==> src/rtl/host_monitor.sv <==
// ============================================================================
// Module   : host_monitor
// Purpose  : Multi-port tohost store snooper with sticky pass/fail status and
//            an optional cycle watchdog (build with HOST_MONITOR_WATCHDOG_EN).
// Revision : 1.0 - initial release
// ============================================================================
`default_nettype none

module host_monitor #(
   parameter int          PORTS     = 1,
   parameter logic [31:0] HOST_ADDR = 32'h0,
   parameter int          SRC_W     = (PORTS > 1) ? $clog2(PORTS) : 1
) (
   input  logic                 clock,
   input  logic                 reset,
   input  logic                 enable,
   input  logic                 clear,
   input  logic [31:0]          stop_limit,
   input  logic [PORTS-1:0]     mem_valid,
   input  logic [PORTS-1:0]     mem_ready,
   input  logic [PORTS*32-1:0]  mem_addr,
   input  logic [PORTS*32-1:0]  mem_wdata,
   input  logic [PORTS*4-1:0]   mem_wstrb,
   output logic                 done,
   output logic                 pass,
   output logic                 timeout,
   output logic [30:0]          code,
   output logic [SRC_W-1:0]     src,
   output logic [31:0]          cycles
);

   typedef enum logic [1:0] {
      S_RUN     = 2'd0,
`ifdef HOST_MONITOR_WATCHDOG_EN
      S_TIMEOUT = 2'd2,
`endif
      S_DONE    = 2'd1
   } state_t;

   state_t             r_state;
   state_t             w_next;
   logic               r_done;
   logic               r_pass;
   logic               r_timeout;
   logic [30:0]        r_code;
   logic [SRC_W-1:0]   r_src;
   logic [31:0]        r_cycles;

   logic [PORTS-1:0]   w_hit;
   logic [31:0]        w_val [PORTS];
   logic [2*PORTS-1:0] w_unused_lsb;
   logic               w_any;
   logic [SRC_W-1:0]   w_idx;
   logic [31:0]        w_sel;
   logic               w_capture;
   logic               w_fire;

   // Per-port hit detect; disabled byte lanes read back as zero.
   for (genvar gi = 0; gi < PORTS; gi++) begin : g_port
      logic [29:0] w_addr_hi;
      logic [31:0] w_data;
      logic [3:0]  w_strb;
      assign w_addr_hi = mem_addr[32*gi+2 +: 30];
      assign w_data    = mem_wdata[32*gi +: 32];
      assign w_strb    = mem_wstrb[4*gi +: 4];
      assign w_unused_lsb[2*gi +: 2] = mem_addr[32*gi +: 2];
      assign w_hit[gi] = mem_valid[gi] & mem_ready[gi] &
                         (w_addr_hi == HOST_ADDR[31:2]) & (|w_strb);
      assign w_val[gi] = w_data & {{8{w_strb[3]}}, {8{w_strb[2]}},
                                   {8{w_strb[1]}}, {8{w_strb[0]}}};
   end

`ifndef HOST_MONITOR_WATCHDOG_EN
   logic w_unused_limit;
   assign w_unused_limit = ^stop_limit;
`endif

   // Descending scan so the lowest hitting port is the one left selected.
   always_comb begin
      w_any = 1'b0;
      w_idx = '0;
      w_sel = 32'h0;
      for (int i = PORTS - 1; i >= 0; i--) begin
         if (w_hit[i]) begin
            w_any = 1'b1;
            w_idx = SRC_W'(i);
            w_sel = w_val[i];
         end
      end
   end

   always_comb begin
      w_next    = r_state;
      w_capture = 1'b0;
      w_fire    = 1'b0;
      if (clear) begin
         w_next = S_RUN;
      end else begin
         case (r_state)
            S_RUN: begin
               if (w_any) begin
                  w_next    = S_DONE;
                  w_capture = 1'b1;
               end
`ifdef HOST_MONITOR_WATCHDOG_EN
               else if ((stop_limit != 32'h0) && (r_cycles == stop_limit)) begin
                  w_next = S_TIMEOUT;
                  w_fire = 1'b1;
               end
`endif
            end
            default: w_next = r_state;
         endcase
      end
   end

   always_ff @(posedge clock or posedge reset) begin
      if (reset) begin
         r_state   <= S_RUN;
         r_done    <= 1'b0;
         r_pass    <= 1'b0;
         r_timeout <= 1'b0;
         r_code    <= 31'h0;
         r_src     <= '0;
         r_cycles  <= 32'h0;
      end else if (clear) begin
         r_state   <= S_RUN;
         r_done    <= 1'b0;
         r_pass    <= 1'b0;
         r_timeout <= 1'b0;
         r_code    <= 31'h0;
         r_src     <= '0;
         r_cycles  <= 32'h0;
      end else begin
         r_state <= w_next;
         if (w_capture) begin
            r_done <= 1'b1;
            r_pass <= (w_sel == 32'h1);
            r_code <= w_sel[31:1];
            r_src  <= w_idx;
         end
         if (w_fire) begin
            r_timeout <= 1'b1;
         end
         // The counter freezes on the edge that leaves RUN.
         if ((r_state == S_RUN) && (w_next == S_RUN) && enable &&
             (r_cycles != 32'hFFFF_FFFF)) begin
            r_cycles <= r_cycles + 32'd1;
         end
      end
   end

   assign done    = r_done;
   assign pass    = r_pass;
   assign timeout = r_timeout;
   assign code    = r_code;
   assign src     = r_src;
   assign cycles  = r_cycles;

endmodule

`default_nettype wire

==> config.mk <==
export PLATFORM = sky130hd
export DESIGN_NAME = host_monitor
export DESIGN_NICKNAME = d
export VERILOG_FILES = /design/src/rtl/host_monitor.sv
export SDC_FILE = /design/constraint.sdc
export NUM_CORES = 1
export LEC_CHECK = 0
export ABC_AREA = 1
export BUFFER_PORTS_ARGS = -buffer_cell sky130_fd_sc_hd__clkbuf_2
export CAP_MARGIN = 20
export CELL_PAD_IN_SITES_DETAIL_PLACEMENT = 1
export CELL_PAD_IN_SITES_GLOBAL_PLACEMENT = 1
export CORE_UTILIZATION = 25
export DETAILED_ROUTE_END_ITERATION = 7
export PLACE_DENSITY_LB_ADDON = 0.08
export SYNTH_ARGS = -nofsm -noshare
export SYNTH_HDL_FRONTEND = slang
export SYNTH_SLANG_ARGS = --single-unit
export TNS_END_PERCENT = 1
==> constraint.sdc <==
create_clock -name clock -period 2.3 [get_ports clock]
set_clock_uncertainty 0.2 [all_clocks]
set_input_delay 0.345 -clock clock [delete_from_list [all_inputs] [get_ports clock]]
set_output_delay 0.345 -clock clock [all_outputs]
set_load 0.03 [all_outputs]
# Word level (Yosys, flattened, before mapping)

Index checks and enable logic that the tools add are counted.

Add/subtract/negate cells: 1
Equal/unequal tests: 2
Mux-type cells: 19
Bitwise operators: 4
Reductions and logical operators: 9

Operators by type and width:

| kind                                            | number |
|---|---|
| two-way mux 32 bit                              | 3 |
| two-way mux 31 bit                              | 2 |
| adder 32 x 1 -> 32 bit (second input constant)  | 1 |
| AND 32 bit                                      | 1 |
| == test 32 x 1 -> 1 bit (second input constant) | 1 |
| inequality test 32 bit (second input constant)  | 1 |
| zero test 30 bit                                | 1 |
| two-way mux 1 bit                               | 10 |
| two-way mux 2 bit                               | 4 |
| zero test 2 bit                                 | 2 |
| nonzero test 2 bit                              | 2 |
| OR reduction 4 bit                              | 1 |
| AND 1 bit                                       | 3 |
| logical AND 1 bit                               | 3 |

Register bits after elaboration: 68
Input port bits: 106
Output and inout bits: 67
Word-level logic and storage cells: 41

# Depth between registers and ports, before layout

Gate-level depths: netlist of the first run.

Word-level depth: 13
Gate-level depth with buffers: 13
Depth with buffers taken out: 12

# Worst setup path after synthesis of the first run

OpenSTA, ideal clock, no wires.

Kind: register -> register
Start: reg r_cycles[0] (netlist: cycles[0])
End: reg r_cycles[3] (netlist: cycles[3])
Setup time: 118 ps
Data arrival time: 1894 ps
Data required time: 1982 ps
Setup slack: 88 ps
Stages on the path, launching flop included: 13
Path buffers: 1
Clock period less this slack: 2212 ps
Path through: dfrtp_1 > ha_1 > nand2_1 > inv_1 > nand2_2 > nor2_4 > nand4_1 > o21bai_2 > nand3b_4 > nand2_4 > buf_6 > nand2_1 > nand2_1

Longest elaborated chain between the ends: 3
Elaborated cells between the ends (all ways): 6
Classes of those cells: add/sub (1); eq/ne (1); mux (2); reduce/logical (2)

Ends and longest elaborated chain:

| what                                                             | RTL line | RTL |
|---|---|---|
| from (decl)                                                      | 47       | `logic [31:0] r_cycles;` |
| from (signal assigned)                                           | 148      | `r_cycles <= r_cycles + 32'd1;` |
| adder 32 x 1 -> 32 bit or inequality test 32 bit (tied branches) | 148, 147 |  |
| two-way mux 32 bit or logical AND 1 bit (tied branches)          | 146      | `if ((r_state == S_RUN) && (w_next == S_RUN) && enable &&` |
| two-way mux 32 bit or nonzero test 2 bit (tied branches)         | -        |  |

Several ways; a longest one is shown, not always the timed one. The select of a mux whose other input is x is not followed.
A chain may end at the register's enable or synchronous reset.

# Worst setup path in the final report of the first run

Start: reg r_cycles[0] (netlist: cycles[0])
End: reg r_cycles[0] (netlist: cycles[0])

The elaborated chain is that of the path after synthesis.

==> results of run 1 <==
## power by group through the flow
stage                     clock (mW)  sequential (mW)  combinational, mW
after floorplan                    0             1.21              0.109
after global placement             0             1.21              0.235
after detailed placement           0             1.21              0.240
after CTS                       1.37             1.18              0.242
after global routing            1.42             1.18              0.266
final                           1.32             1.18              0.236
## critical path, stage by stage (launching register included)
cell and delay (ns):
dfrtp_1 0.38, ha_1 0.22, nand2_1 0.09, inv_1 0.07
nand2_2 0.16, nor2_4 0.04, nand4_1 0.08, o21bai_2 0.07
nor2_1 0.47, nand3_1 0.15, nand2_1 0.10
## registers in the layout, indices dropped and copies added (netlist names)
name     count
code        31
cycles      32
done         1
pass         1
r_state      2
## per-layer routing
layer	share of wire, %	up-vias	routed length (um)
met5	0	-	0
met4	1.5	0	218
met2	44	113	6370
met3	5.3	14	772
li1	-	2111	-
met1	49	2030	7070
## cells by family after synthesis
group	after synthesis	synth area share [%]
xor+xnor	27	5.99
buf+inv	56	6.34
fa+ha+maj	1	0.317
compound gates	27	3.93
other cells	1	0.0950
flops	67	42.5
simple gates	374	40.9
## how the worst min path moves through the flow
stage | startpoint | end | slack (ns) | depth (start not counted)
after floorplan | r_state[1]$_DFF_PP0_ | r_state[1]$_DFF_PP0_ | 0.26 | 2
after global placement | reset | code[13]$_DFFE_PP0P_ | 0.25 | 3
after detailed placement | reset | code[13]$_DFFE_PP0P_ | 0.26 | 3
after CTS | clear | r_state[1]$_DFF_PP0_ | 0.02 | 2
after global routing | mem_wdata[19] | code[18]$_DFFE_PP0P_ | 0.04 | 3
final | clear | r_state[1]$_DFF_PP0_ | 0.03 | 2
## through the flow
step                      setup TNS, ns  cell area, um2
final                                 0            5380
after global routing           -0.00413            5380
after CTS                             0            5380
after detailed placement              0            5090
after global placement                0            5090
after floorplan                       0            3950
## cell usage after synthesis, drive strengths merged (2+ instances only)
| master | number |
|---|---|
| nand2 | 177 |
| nor2 | 90 |
| nand3 | 70 |
| dfrtp | 67 |
| inv | 33 |
| o21ai | 21 |
| xor2 | 20 |
| nor3 | 17 |
| nand4 | 14 |
| buf | 12 |
| clkbuf | 11 |
| xnor2 | 7 |
| o211ai | 3 |
| and2 | 2 |
| and3 | 2 |
| nand3b | 2 |
## final cells by class
cell class | count | area (um2) | area share, %
Clock buffer | 9 | 225 | 4.19
Clock inverter | 7 | 52.6 | 0.977
Inverter | 33 | 124 | 2.30
Multi-Input combinational cell | 431 | 2020 | 37.6
Sequential cell | 67 | 1680 | 31.2
Tap cell | 211 | 264 | 4.91
Timing Repair Buffer | 176 | 1010 | 18.8
## what timing repair did
action                                  CTS  global route
endpoints found under the hold margin    67             0
hold buffers                              1             0
endpoints found under the setup margin    0             6
setup buffers                             0             0
gates resized for setup                   0             1
==> metrics, run 1 <==
fraction of layout cells with a size suffix above 1=28.1%; Synth area leader=dfrtp_1; GR peak layer=met2; slew of the pin with the lowest slew margin=0.579 ns; Area contributors post-synth=dfrtp_1 42%, nand2_1 17%, nand3_1 8.9%, nor2_1 8.3%, xor2_1 4.4%; Clock Tree Buf Depth=2; critical path class=flop to flop; TritonCTS Buffers=9; clock power share=48.1%; total die area=16,300 um2; # fillers=2,000; Initial Util=25.8%; Core Footprint=15,300 um2; number of antenna diodes=0; CP endpoint=cycles[0]$_DFFE_PP0P_; WHS=0.0270 ns; CTS tree=done; switch share=26.8%; max frequency=473 MHz; post-route ant nets=0; met3 Use GR=4.38%; Placed Cells=917; Cell Int Power=2.00 mW; die height=128 um; Hold WC Path Type=input pin to flop; Gate power share=8.6%; antenna violations before repair=0; R2R Path Start=cycles[0]$_DFFE_PP0P_; r2r worst-path depth=10; Hold Vio Cnt, Final=0; DRT iter0 DRCs=185; # setup viols final=0; Syn Area/Cell=7.14 um2; fin cells=934; DR WL/cell=15.4 um; commonest non-fill, non-tap cell in the layout=nand2_1; DRT Wirelength=14,400 um; CP Max Fanout=7; area delta synth->final=36.3%; flop-to-flop setup slack=0.19 ns; gr ovfl total=0; Pwr Total=2.74 mW; post-synthesis register bit count=67; GRT Resource Usage Total=19.0%; post-DP HPWL=11,100 um; largest net degree at the start of global routing=68; number of synthesized flops with an enable pin=0; reg2reg end=cycles[0]$_DFFE_PP0P_; GR Layer Usage met2=29.5%; Max VDD drop=0.324 mV; cell row count=45; CTS clock-pin slew for the worst setup and hold paths=0.06 ns; most frequent cells in the layout=174 x nand2_1, 136 x clkbuf_2, 87 x nor2_1; Synth Instances=553; Worst slew margin=61.3%; Period minus WS final=2.11 ns; vias in the first global route=4,447; Worst-Skew Late Latency=0.35 ns; P_leak=2.79 nW; Synth Cell Area=3950 um2; Via Count=4,268; sw power=0.733 mW; fin nets=825; predominant post-synthesis flop cell=dfrtp_1; post-synth cell types=30; RD Place Congestion=0.865; drt drc=0; unrepaired setup endpoints after global routing=true; Reg power frac=43.2%; fin. max-slew vios=0; yosys warns=0; period utilization=91.8%; Root Driver=clkbuf_16; Seq/Total Area, Yosys=42.5%; 1st-pass router iterations=4; WP data required=2.38 ns; crit path from=cycles[0]$_DFFE_PP0P_; Die X=128 um; IO buf count=136; startpoint types=flop; asr flop ratio synth=100%; # clock sinks=67; global-route wire length before repair=23,700 um; min setup slack post-route=0.188 ns; run status=completed; CP endpoint kind=flop; Power Density=509 nW/um2; H-tree depth=3; top-area cell type share of the netlist area=42.5%; io pins=173; Vias/cell=4.57; M1 GR Usage=26.3%; Setup WS pre-CTS=0.0211 ns; CP Data Arrival Time=2.19 ns; final core utilization=35.1%; Max Cap Viol=0
(Power assumes the default switching activity.)
==> inputs of run 2 (changes only) <==
--- a/config.mk
+++ b/config.mk
@@ -7,11 +7,12 @@
 export LEC_CHECK = 0
 export ABC_AREA = 1
 export BUFFER_PORTS_ARGS = -buffer_cell sky130_fd_sc_hd__clkbuf_2
-export CAP_MARGIN = 20
 export CELL_PAD_IN_SITES_DETAIL_PLACEMENT = 1
 export CELL_PAD_IN_SITES_GLOBAL_PLACEMENT = 1
 export CORE_UTILIZATION = 25
 export DETAILED_ROUTE_END_ITERATION = 7
+export HOLD_SLACK_MARGIN = 0.05
+export MAX_ROUTING_LAYER = met4
 export PLACE_DENSITY_LB_ADDON = 0.08
 export SYNTH_ARGS = -nofsm -noshare
 export SYNTH_HDL_FRONTEND = slang
==> run 2 against run 1 <==
  * Sequential share of layout area shrank 0.76 points
  * Utilization up 0.88 points
  * Total power is 10% higher
  * Sequential cell count did not move
  * Count of clock-buffer cells in the layout grew 2
  * Clock power rose by 20%
  * Cell count up 0.75%
  * Register-to-register slack barely moved
  * Critical path depth unchanged
  * Global-route usage grew 0.80 points
  * Critical endpoint is now cycles[6]$_DFFE_PP0P_
  * Largest cell class unchanged
  * Largest power group unchanged
==> metrics, run 2 (synthesis gave the netlist of run 1 again) <==
run status=completed (unchanged); Max Cap Viol=0 (unchanged); total die area=16,300 um2 (unchanged); postcts setup bufs=0 (unchanged); Buf/Inv on CP=1 (unchanged); fraction of layout cells with a size suffix above 1=27.9% (was 28.1%); H-tree depth=3 (unchanged); Hold Path Cell Cnt=3 (was 2); IO buf count=136 (unchanged); area delta synth->final=39.7% (was 36.3%); crit path cell chain=ha_1 > nand2_1 > inv_1 > nand2_2 > nor2_4 > nand4_1 > o21bai_2 > nor2_1 > nand3_1 > nand2_1 (unchanged); Power Density=547 nW/um2 (was 509 nW/um2); largest net degree at the start of global routing=68 (unchanged); startpoint types=flop (unchanged); Initial Util=25.8% (unchanged); DRT iter0 DRCs=149 (was 185); delay-heaviest family, CP=simple AND/OR/NAND/NOR gates (unchanged); DRT Wirelength=14,800 um (was 14,400 um); Reg power frac=39.3% (was 43.2%); most frequent cells in the layout=174 x nand2_1, 136 x clkbuf_2, 87 x nor2_1 (unchanged); 1st-pass router iterations=4 (unchanged); antenna violations before repair=0 (unchanged); CP endpoint kind=flop (unchanged); fin. max-slew vios=0 (unchanged); Via Count=4,294 (was 4,268); Root Driver=clkbuf_16 (unchanged); Max VDD drop=0.370 mV (was 0.324 mV); Hold WC Path Type=input pin to flop (unchanged); cell row count=45 (unchanged); post-route ant nets=0 (unchanged); critical path class=flop to flop (unchanged); Worst slew margin=60.2% (was 61.3%); # setup viols final=0 (unchanged); post-route cell area=5510 um2 (was 5380 um2); Die X=128 um (unchanged); global-route wire length before repair=24,100 um (was 23,700 um); period utilization=92.5% (was 91.8%); flop-to-flop setup slack=0.17 ns (was 0.19 ns); # fillers=1,990 (was 2,000); CTS tree=done (unchanged); max frequency=470 MHz (was 473 MHz); Cell Int Power=2.29 mW (was 2.00 mW); sw power=0.724 mW (was 0.733 mW); unrepaired setup endpoints after global routing=true (unchanged); commonest non-fill, non-tap cell in the layout=nand2_1 (unchanged); RD Place Congestion=0.855 (was 0.865); CP Max Fanout=7 (unchanged); slew of the pin with the lowest slew margin=0.595 ns (was 0.579 ns); Hold EP=code[16]$_DFFE_PP0P_ (was r_state[1]$_DFF_PP0_); post-DP HPWL=11,300 um (was 11,100 um); r2r worst-path depth=10 (unchanged); TritonCTS Buffers=9 (unchanged); reg2reg end=cycles[6]$_DFFE_PP0P_ (was cycles[0]$_DFFE_PP0P_); GRT Resource Usage Total=19.8% (was 19.0%); WP data required=2.38 ns (about the same); switch share=24.0% (was 26.8%); Worst-Skew Late Latency=0.34 ns (was 0.35 ns); Vias/cell=4.56 (was 4.57); io pins=173 (unchanged); Largest register FFs=32 (unchanged); R2R Path Start=cycles[0]$_DFFE_PP0P_ (unchanged); clock power share=52.5% (was 48.1%); biggest cell delay along the critical path=0.48 ns (was 0.47 ns); critical path's most frequent cell=nand2_1 (unchanged); Gate power share=8.2% (was 8.6%); CP max stage cell=nor2_1 (unchanged); dpl cell area=5090 um2 (unchanged); CP Data Arrival Time=2.21 ns (was 2.19 ns); vias in the first global route=4,509 (was 4,447); CTS clock-pin slew for the worst setup and hold paths=0.06 ns (about the same); Clock Tree Buf Depth=2 (unchanged); WHS=0.0598 ns (was 0.0270 ns); drt drc=0 (unchanged); P_leak=2.84 nW (was 2.79 nW); gr ovfl total=0 (unchanged); final core utilization=36.0% (was 35.1%); DR WL/cell=15.7 um (was 15.4 um); die height=128 um (unchanged); Period minus WS final=2.13 ns (was 2.11 ns); Core Footprint=15,300 um2 (unchanged); Hold Vio Cnt, Final=0 (unchanged); hold wc startpoint=mem_wdata[17] (was clear); # clock sinks=67 (unchanged); fin nets=832 (was 825); number of antenna diodes=0 (unchanged)
run 2: changes by cell type in the layout (fill, tap and decap cells not counted), sizes merged:
cell and change:
dlygate4sd3 +7, clkinv -3, bufinv +2, clkbuf +2, inv -1
run 2: layout make-up:
class                      count  area, um2  area share [%]
timing repair buffer         183       1080            19.6
tap                          211        264            4.79
clock buffer                  11        253            4.58
inverter                      33        124            2.25
clock inverter                 5       85.1            1.54
sequential                    67       1680            30.4
multi-input combinational    431       2030            36.8
run 2: how the worst max path moves through the flow:
stage          slack [ns]                  start               endpoint  depth (start not counted)
2_1_floorplan        0.07                  reset    code[0]$_DFFE_PP0P_                          1
3_3_place_gp         0.07           mem_wstrb[1]  cycles[5]$_DFFE_PP0P_                         12
3_5_place_dp      -0.0007           mem_wstrb[0]  cycles[6]$_DFFE_PP0P_                         12
4_1_cts              0.13  cycles[0]$_DFFE_PP0P_  cycles[6]$_DFFE_PP0P_                         10
5_1_grt             -0.03  cycles[0]$_DFFE_PP0P_  cycles[1]$_DFFE_PP0P_                         10
6_report             0.17  cycles[0]$_DFFE_PP0P_  cycles[6]$_DFFE_PP0P_                         10
run 2: tightest hold or removal path: stages:
cell	delay (ns)
clkbuf_2	0.09
nand3_1	0.07
nand2_1	0.05
run 2: metal layers:
metal  global-route usage, %  part of all wire, %  wire (um)  vias up
li1                        -                    -          -     2116
met1                    26.8                   51       7520     2060
met2                    30.1                   44       6510      107
met3                    3.88                  4.1        606       11
met4                    5.54                  1.1        163        0
met5                       -                    0          0        -
run 2: repair_timing:
action,CTS,global route
gates resized for setup,0,2
endpoints found under the hold margin,74,0
hold buffers,8,0
setup endpoints to repair,0,13
run 2: power by group through the flow:
stage / combinational [mW] / sequential [mW] / clock [mW]
after floorplan: 0.109 / 1.21 / 0
after global placement: 0.235 / 1.21 / 0
after detailed placement: 0.240 / 1.21 / 0
after CTS: 0.252 / 1.18 / 1.63
after global routing: 0.276 / 1.18 / 1.68
final: 0.247 / 1.18 / 1.58
run 2: through the flow:
step | setup WS (ns) | power (mW) | TNS (ns) | cells
finish | 0.173 | 3.01 | 0 | 941
detailed placement | -0.000728 | 1.45 | -0.000728 | 917
global placement | 0.0651 | 1.44 | 0 | 917
floorplan | 0.0718 | 1.32 | 0 | 554
global route | -0.0291 | 3.14 | -0.0415 | 941
CTS | 0.132 | 3.06 | 0 | 941
==> inputs of run 3 (changes only) <==
--- a/config.mk
+++ b/config.mk
@@ -6,7 +6,7 @@
 export NUM_CORES = 1
 export LEC_CHECK = 0
 export ABC_AREA = 1
-export BUFFER_PORTS_ARGS = -buffer_cell sky130_fd_sc_hd__clkbuf_2
+export BUFFER_PORTS_ARGS = -buffer_cell sky130_fd_sc_hd__buf_2
 export CELL_PAD_IN_SITES_DETAIL_PLACEMENT = 1
 export CELL_PAD_IN_SITES_GLOBAL_PLACEMENT = 1
 export CORE_UTILIZATION = 25
==> run 3 against run 2 <==
  * Via count fell by 0.84%
  * Global-route usage down 0.071 points
  * Cell count fell by 0.32%
  * Sequential share of layout area up 0.11 points
  * Final area down 0.36%
  * Die area unchanged
  * Sequential cell count unchanged
  * Register-to-register slack improved by 0.03 ns
  * Total power is 0.74% lower
  * Largest cell class unchanged
  * Largest power group unchanged
==> metrics, run 3 (synthesis gave the netlist of run 1 again) <==
post-route cell area=5490 um2 (was 5510 um2); Core Footprint=15,300 um2 (unchanged); fraction of layout cells with a size suffix above 1=27.6% (was 27.9%); Via Count=4,258 (was 4,294); global-route wire length before repair=23,800 um (was 24,100 um); max frequency=478 MHz (was 470 MHz); TritonCTS Buffers=9 (unchanged); # setup viols final=0 (unchanged); Period minus WS final=2.09 ns (was 2.13 ns); min setup slack post-route=0.207 ns (was 0.173 ns); delay-heaviest family, CP=simple AND/OR/NAND/NOR gates (unchanged); Power Density=545 nW/um2 (was 547 nW/um2); post-DP HPWL=11,100 um (was 11,300 um); CP Max Fanout=32 (was 7); Vias/cell=4.54 (was 4.56); Max Cap Viol=0 (unchanged); fin nets=829 (was 832); Setup WS pre-CTS=-0.00968 ns (was -0.000728 ns); biggest cell delay along the critical path=0.35 ns (was 0.48 ns); fin cells=938 (was 941); Worst-Skew Late Latency=0.34 ns (about the same); critical path class=flop to flop (unchanged); total die area=16,300 um2 (unchanged); number of antenna diodes=0 (unchanged); CP max stage cell=dfrtp_1 (was nor2_1); post-route ant nets=0 (unchanged); r2r worst-path depth=11 (was 10); H-tree depth=3 (unchanged); dpl cell area=5080 um2 (was 5090 um2); CP endpoint=cycles[8]$_DFFE_PP0P_ (was cycles[6]$_DFFE_PP0P_); GRT Resource Usage Total=19.7% (was 19.8%); antenna violations before repair=0 (unchanged); Root Driver=clkbuf_16 (unchanged); Hold WC Path Type=input pin to flop (unchanged); Die X=128 um (unchanged); area delta synth->final=39.2% (was 39.7%); P_leak=2.87 nW (was 2.84 nW); crit path cell chain=ha_1 > nand2_1 > inv_1 > nand2_2 > nor2_4 > nand4_1 > o21bai_2 > nand3b_4 > buf_12 > nand3_1 > nand2_1 (was ha_1 > nand2_1 > inv_1 > nand2_2 > nor2_4 > nand4_1 > o21bai_2 > nor2_1 > nand3_1 > nand2_1); Pwr Total=2.99 mW (was 3.01 mW); period utilization=91.0% (was 92.5%); DRT Wirelength=14,600 um (was 14,800 um); largest net degree at the start of global routing=68 (unchanged); CTS tree=done (unchanged); commonest non-fill, non-tap cell in the layout=nand2_1 (unchanged); drt drc=0 (unchanged); gr ovfl total=0 (unchanged); Placed Cells=915 (was 917); Max VDD drop=0.382 mV (was 0.370 mV); io pins=173 (unchanged); Initial Util=25.8% (unchanged); fin. max-slew vios=0 (unchanged); DR WL/cell=15.6 um (was 15.7 um); cell row count=45 (unchanged); critical path's most frequent cell=nand2_1 (unchanged); Clock Tree Buf Depth=2 (unchanged); CTS clock-pin slew for the worst setup and hold paths=0.06 ns (about the same); IO buf count=136 (unchanged); 1st-pass router iterations=4 (unchanged); # clock sinks=67 (unchanged); DRT iter0 DRCs=174 (was 149); run status=completed (unchanged); RD Place Congestion=0.850 (was 0.855); Buf/Inv on CP=2 (was 1); most frequent cells in the layout=174 x nand2_1, 136 x buf_2, 86 x nor2_1 (was 174 x nand2_1, 136 x clkbuf_2, 87 x nor2_1); flop-to-flop setup slack=0.21 ns (was 0.17 ns); die height=128 um (unchanged); unrepaired setup endpoints after global routing=false (was true); R2R Path Start=cycles[0]$_DFFE_PP0P_ (unchanged); WP data required=2.38 ns (about the same); startpoint types=flop (unchanged); reg2reg end=cycles[8]$_DFFE_PP0P_ (was cycles[6]$_DFFE_PP0P_); Largest register FFs=32 (unchanged); Hold Vio Cnt, Final=0 (unchanged); crit path from=cycles[0]$_DFFE_PP0P_ (unchanged); CP Depth=11 (was 10); CP Data Arrival Time=2.17 ns (was 2.21 ns); WHS=0.0637 ns (was 0.0598 ns); CP endpoint kind=flop (unchanged); vias in the first global route=4,538 (was 4,509)
==> run 3: final cells by class <==
| cell class | instances | area [um2] |
|---|---|---|
| Sequential cell | 67 | 1680 |
| Multi-Input combinational cell | 431 | 2040 |
| Tap cell | 211 | 264 |
| Inverter | 33 | 124 |
| Fill cell | 1983 | 9820 |
| Clock inverter | 5 | 85.1 |
| Timing Repair Buffer | 180 | 1070 |
| Clock buffer | 11 | 243 |
==> run 3: worst min path at each step <==
stage	depth (start not counted)	from	end	slack, ns
floorplan	2	r_state[1]$_DFF_PP0_	r_state[1]$_DFF_PP0_	0.26
global placement	2	done$_DFFE_PP0P_	done$_DFFE_PP0P_	0.25
detailed placement	3	reset	code[13]$_DFFE_PP0P_	0.27
CTS	3	mem_wdata[30]	code[29]$_DFFE_PP0P_	0.06
global route	3	mem_wdata[19]	code[18]$_DFFE_PP0P_	0.08
finish	3	mem_wdata[17]	code[16]$_DFFE_PP0P_	0.06
==> run 3: worst register-to-register path, cell delays in order (launching register included) <==
cell      delay, ns
dfrtp_1        0.35
ha_1           0.19
nand2_1        0.08
inv_1          0.10
nand2_2        0.12
nor2_4         0.11
nand4_1        0.10
o21bai_2       0.17
nand3b_4       0.21
buf_12         0.21
nand3_1        0.11
nand2_1        0.08
==> run 3: power breakdown <==
group / switching, mW / total [mW] / leakage [nW] / internal [mW]
clock network: 0.575 / 1.56 / 0.156 / 0.986
logic: 0.151 / 0.247 / 1.78 / 0.0962
registers: 0.00216 / 1.18 / 0.935 / 1.18
==> run 3: stage by stage <==
stage	utilization, %	TNS (ns)
floorplan	-	0
global placement	33.2	0
detailed placement	33.2	-0.0164
CTS	35.8	0
global route	35.9	0
finish	35.9	0
==> run 3: layer usage <==
metal | GRT usage (%) | vias to the layer above | share of wire (%)
met3 | 2.59 | 13 | 4.0
met4 | 7.34 | 0 | 1.7
met2 | 30.3 | 107 | 45
met5 | - | - | 0
li1 | - | 2121 | -
met1 | 26.5 | 2017 | 50
==> run 3: what timing repair did <==
item                       4_1_cts  5_1_grt
hold endpoints to repair        73        0
setup endpoints to repair        0        2
buffers inserted                 0        0
hold buffers                     7        0
resized for setup                0        2
